<file path="config.mk">
export PLATFORM = sky130hd
export DESIGN_NAME = fetch_pc_unit
export DESIGN_NICKNAME = d
export VERILOG_FILES = /design/src/rtl/fetch_pc_unit.sv
export SDC_FILE = /design/constraint.sdc
export NUM_CORES = 1
export LEC_CHECK = 0
export BUFFER_PORTS_ARGS = -buffer_cell sky130_fd_sc_hd__buf_4
export CAP_MARGIN = 20
export CORE_AREA = 5 5 93 104
export DETAILED_ROUTE_END_ITERATION = 10
export DIE_AREA = 0 0 98 109
export GPL_ROUTABILITY_DRIVEN = 0
export PLACE_DENSITY = 0.81
export SLEW_MARGIN = 40
export SYNTH_ARGS = -nofsm -noshare
export SYNTH_HDL_FRONTEND = slang
export SYNTH_SLANG_ARGS = --single-unit
</file>
<file path="constraint.sdc">
create_clock -name clk -period 2.9 [get_ports clk]
set_input_delay 0.29 -clock clk [delete_from_list [all_inputs] [get_ports clk]]
set_output_delay 0.29 -clock clk [all_outputs]
set_load 0.01 [all_outputs]
</file>
<file path="src/rtl/fetch_pc_unit.sv">
// Instruction fetch sequencer with program counter and optional return-address stack.
// Define FETCH_RAS_EN to build the return-address stack; without it ret is ignored.
module fetch_pc_unit #(
    parameter logic [31:0] RESET_PC  = 32'd0,
    parameter int          RAS_DEPTH = 4
) (
    input  logic        clk,
    input  logic        reset,
    output logic        imem_req,
    output logic [31:0] imem_addr,
    input  logic        imem_ack,
    input  logic [31:0] imem_data,
    output logic [31:0] program_counter,
    input  logic [31:0] program_counter_next,
    input  logic [31:0] next_r14,
    input  logic [10:0] ALUCtl_code,
    input  logic        ret,
    input  logic        exec_done,
    output logic [31:0] instr,
    output logic        instr_valid,
    output logic [4:0]  ras_count,
    output logic        ras_overflow,
    output logic        ras_underflow
);

    localparam logic [10:0] ALU_BRANCH_LINK = 11'd32;

    typedef enum logic [1:0] {
        IDLE  = 2'd0,
        FETCH = 2'd1,
        ISSUE = 2'd2
    } state_t;

    state_t      state_reg;
    logic [31:0] pc_reg;
    logic [31:0] instr_reg;
    logic        imem_req_reg;
    logic        instr_valid_reg;
    logic [31:0] pc_sel;
    logic        issue_fire;

    assign issue_fire = (state_reg == ISSUE) && exec_done;

`ifdef FETCH_RAS_EN
    localparam int          PTR_W       = (RAS_DEPTH > 1) ? $clog2(RAS_DEPTH) : 1;
    localparam logic [4:0]  DEPTH_COUNT = 5'(RAS_DEPTH);

    logic [31:0]      ras_mem [RAS_DEPTH];
    logic [PTR_W-1:0] top_reg;
    logic [PTR_W-1:0] write_idx;
    logic [4:0]       count_reg;
    logic             overflow_reg;
    logic             underflow_reg;
    logic             ras_empty;
    logic             do_pop;
    logic             do_push;

    assign ras_empty = (count_reg == 5'd0);
    assign do_pop    = issue_fire && ret && !ras_empty;
    assign do_push   = issue_fire && (ALUCtl_code == ALU_BRANCH_LINK);
    // Pop-then-push rewrites the current top; a plain push advances first,
    // so a full stack naturally overwrites its oldest slot.
    assign write_idx = do_pop ? top_reg : top_reg + 1'b1;
    assign pc_sel    = do_pop ? ras_mem[top_reg] : program_counter_next;

    always_ff @(posedge clk) begin
        if (!reset && do_push) begin
            ras_mem[write_idx] <= next_r14;
        end
    end

    always_ff @(posedge clk) begin
        if (reset) begin
            top_reg       <= '0;
            count_reg     <= 5'd0;
            overflow_reg  <= 1'b0;
            underflow_reg <= 1'b0;
        end else if (issue_fire) begin
            if (ret && ras_empty) begin
                underflow_reg <= 1'b1;
            end
            case ({do_pop, do_push})
                2'b10: begin
                    top_reg   <= top_reg - 1'b1;
                    count_reg <= count_reg - 5'd1;
                end
                2'b01: begin
                    top_reg <= top_reg + 1'b1;
                    if (count_reg == DEPTH_COUNT) begin
                        overflow_reg <= 1'b1;
                    end else begin
                        count_reg <= count_reg + 5'd1;
                    end
                end
                default: begin
                end
            endcase
        end
    end

    assign ras_count     = count_reg;
    assign ras_overflow  = overflow_reg;
    assign ras_underflow = underflow_reg;
`else
    logic [4:0] unused_depth;
    logic       unused_ras_inputs;

    assign unused_depth      = 5'(RAS_DEPTH);
    assign unused_ras_inputs = ^{ret, next_r14, ALUCtl_code, unused_depth, issue_fire};
    assign pc_sel            = program_counter_next;
    assign ras_count         = 5'd0;
    assign ras_overflow      = 1'b0;
    assign ras_underflow     = 1'b0;
`endif

    always_ff @(posedge clk) begin
        if (reset) begin
            state_reg       <= IDLE;
            pc_reg          <= RESET_PC;
            instr_reg       <= 32'd0;
            imem_req_reg    <= 1'b0;
            instr_valid_reg <= 1'b0;
        end else begin
            case (state_reg)
                IDLE: begin
                    state_reg    <= FETCH;
                    imem_req_reg <= 1'b1;
                end
                FETCH: begin
                    if (imem_ack) begin
                        instr_reg       <= imem_data;
                        state_reg       <= ISSUE;
                        imem_req_reg    <= 1'b0;
                        instr_valid_reg <= 1'b1;
                    end
                end
                ISSUE: begin
                    if (exec_done) begin
                        pc_reg          <= pc_sel;
                        state_reg       <= FETCH;
                        imem_req_reg    <= 1'b1;
                        instr_valid_reg <= 1'b0;
                    end
                end
                default: begin
                    state_reg       <= IDLE;
                    imem_req_reg    <= 1'b0;
                    instr_valid_reg <= 1'b0;
                end
            endcase
        end
    end

    assign imem_req        = imem_req_reg;
    assign imem_addr       = pc_reg;
    assign program_counter = pc_reg;
    assign instr           = instr_reg;
    assign instr_valid     = instr_valid_reg;

endmodule

</file>
==> results.json <==
{
  "post-dp-hpwl_mm": 5.35,
  "final_layout_size_suffix_gt1_frac": 0.397,
  "ys_seq_area_frac": 0.403,
  "clock_latency_ns": 0.33,
  "place_inst": 556,
  "finalCritPeriodShare": 0.523,
  "cts_resized": 0,
  "fp.dieArea_um2": 10700,
  "ff2ff_setup_slack_ns": 1.38,
  "min_period_ns": 1.52,
  "hold_viol": 0,
  "hold_path_class": "in2reg",
  "synth_adder_area_share": 0,
  "synthTopCellsByArea": "dfxtp_1 40%, nand2b_1 24%, mux2i_1 19%",
  "worstReg2RegStart": "state_reg[0]$_SDFFE_PP0P_",
  "synthDistinctLibCells": 17,
  "crit_required_ns": 3.15,
  "synth_top_area_frac": 0.403,
  "first_pass_iters": 6,
  "syn_avg_cell_area_um2": 10.0,
  "status": "completed",
  "antenna_found_initial": 0,
  "synth_compound_area_frac": 0.00977,
  "root_buffer": "clkbuf_8",
  "hold_ws_ns": 0.219,
  "port_buffers": 165,
  "nets": 565,
  "grt_pass1_wl_mm": 11.8,
  "yosys.area_share.simple": 0.255,
  "cp_max_fo": 32,
  "h-tree-depth": 3,
  "startpoint": "state_reg[0]$_SDFFE_PP0P_",
  "timing.rr.end": "imem_addr[0]$_SDFFE_PP0P_",
  "io_pins": 217,
  "relSlewSlack": 0.550,
  "end_kind": "flip-flop",
  "synth_mux_area_frac": 0.192,
  "viasPerCell": 4.39,
  "core_um2": 8600,
  "cts_buffers": 9,
  "fp.dieW_um": 98,
  "max_freq_mhz": 659,
  "drc_errors": 0,
  "skew_ns": 0.00921,
  "cts_setup_buffers": 0,
  "grt_setup_unrepaired": "false",
  "multi_input_area_um2": 1550,
  "area_growth_pct": 34.9,
  "worstSetupStartpointType": "flip-flop",
  "final_cells": 572,
  "leakage_nw": 1.96,
  "ant_nets": 0,
  "syn-instance-count": 332,
  "hold_buffers": 0,
  "yosys_warnings": 0,
  "worstSetupEndpoint": "imem_addr[0]$_SDFFE_PP0P_",
  "setup_viol_count_final": 0,
  "power.density_nw_per_um2": 469,
  "vias": 2513,
  "wl_per_cell_um": 13.0,
  "power.total_w": 0.00211,
  "max_cap_violations": 0,
  "drt-total-wl_mm": 7.42,
  "initial_core_util": 0.387,
  "rows": 36,
  "grt_pass1_vias": 2469,
  "ctsLongestPathBuffers": 2,
  "first_iter_violations": 34,
  "cts_tree": "yes",
  "synth-xor-area-share": 0,
  "synth-seq-cells": 67,
  "grt.overflow.total": 0,
  "n_fill_cell": 774,
  "clk_pin_slew_ns": 0.08,
  "worst_slew_pin_slew_ns": 0.676,
  "die_y_um": 109,
  "grt_max_degree": 133,
  "grt_use_total": 0.136,
  "slew_viol_final": 0,
  "regArea_um2": 1340,
  "synth_top_family_by_area": "simple AND/OR/NAND/NOR gates",
  "synth_top_cell_by_area": "dfxtp_1",
  "fin_setup_tns_ns": 0,
  "critPathKind": "reg2reg",
  "arrival_ns": 1.77,
  "peakVddDrop_v": 0.000268,
  "utilization": 0.522,
  "r2r_cells": 2,
  "clock-sinks": 67,
  "syn-cell-area_um2": 3330,
  "n_antenna_cell": 0
}
worst max-delay path, stage by stage, from the launching register on:
cell,delay (ns)
dfxtp_1,0.38
and3b_4,0.76
mux2i_1,0.28
placed cells by master, fill, tap and decap left out:
cell / netlist / final
o21ai_0: 1 / 1
clkbuf_8: 0 / 9
or3b_1: 1 / 1
clkinv_2: 0 / 2
conb_1: 1 / 7
clkinvlp_4: 0 / 1
a21o_2: 1 / 1
buf_4: 39 / 164
nor2b_1: 1 / 1
o2bb2ai_1: 1 / 1
bufinv_16: 0 / 2
a21oi_1: 2 / 2
and3b_4: 0 / 2
nand2b_1: 129 / 129
clkbuf_1: 13 / 2
dfxtp_1: 67 / 67
mux2i_1: 64 / 64
nand3b_1: 1 / 1
buf_6: 5 / 1
layer usage:
metal / wire (µm) / GRT usage / part of all wire / up-vias
met5: 0 / 0 / 0 / -
met4: 125 / 0.0593 / 0.017 / 0
met3: 705 / 0.0550 / 0.095 / 12
met2: 3700 / 0.230 / 0.50 / 102
met1: 2890 / 0.152 / 0.39 / 1147
li1: - / - / - / 1252
kinds of logic after synthesis:
family | Yosys count
flip-flops | 67
AND/OR/NAND/NOR | 134
other | 1
AO/OA/AOI/OAI | 5
buffers and inverters | 61
multiplexers | 64
power by group:
group | switching, W | internal, W
sequential | 0.0000224 | 0.000954
clock | 0.000358 | 0.000482
combinational | 0.000115 | 0.000174
per-stage QoR:
step                      area [µm²]  setup WS (ns)
after floorplan                 3350           1.77
after global placement          4270           1.25
after detailed placement        4280           1.40
after CTS                       4490           1.36
after global routing            4490           1.28
final                           4490           1.38
area by class of cell:
type,count,share of cell area
well taps,114,0.0318
flip-flops and latches,67,0.299
clock buffers,11,0.0293
multi-input cells,210,0.346
clock inverters,5,0.0173
repair buffers,165,0.277
Yosys cell counts, drive strengths merged:
| cell | n |
|---|---|
| nor2b | 1 |
| a21oi | 2 |
| o21ai | 1 |
| dfxtp | 67 |
| nand2b | 129 |
| mux2i | 64 |
| conb | 1 |
| and3b | 2 |
| a21o | 1 |
| nand3b | 1 |
| buf | 48 |
| o2bb2ai | 1 |
| or3b | 1 |
| clkbuf | 13 |
how the worst min path moves through the flow:
| stage | start | to | cells after the start |
|---|---|---|---|
| floorplan | exec_done | state_reg[0]$_SDFFE_PP0P_ | 2 |
| global placement | instr[18]$_SDFFE_PP0P_ | instr[18]$_SDFFE_PP0P_ | 2 |
| detailed placement | instr[31]$_SDFFE_PP0P_ | instr[31]$_SDFFE_PP0P_ | 2 |
| CTS | program_counter_next[28] | imem_addr[28]$_SDFFE_PP0P_ | 3 |
| global route | imem_data[28] | instr[28]$_SDFFE_PP0P_ | 3 |
| finish | program_counter_next[28] | imem_addr[28]$_SDFFE_PP0P_ | 3 |
No activity file was read; power rests on OpenSTA's default activity.
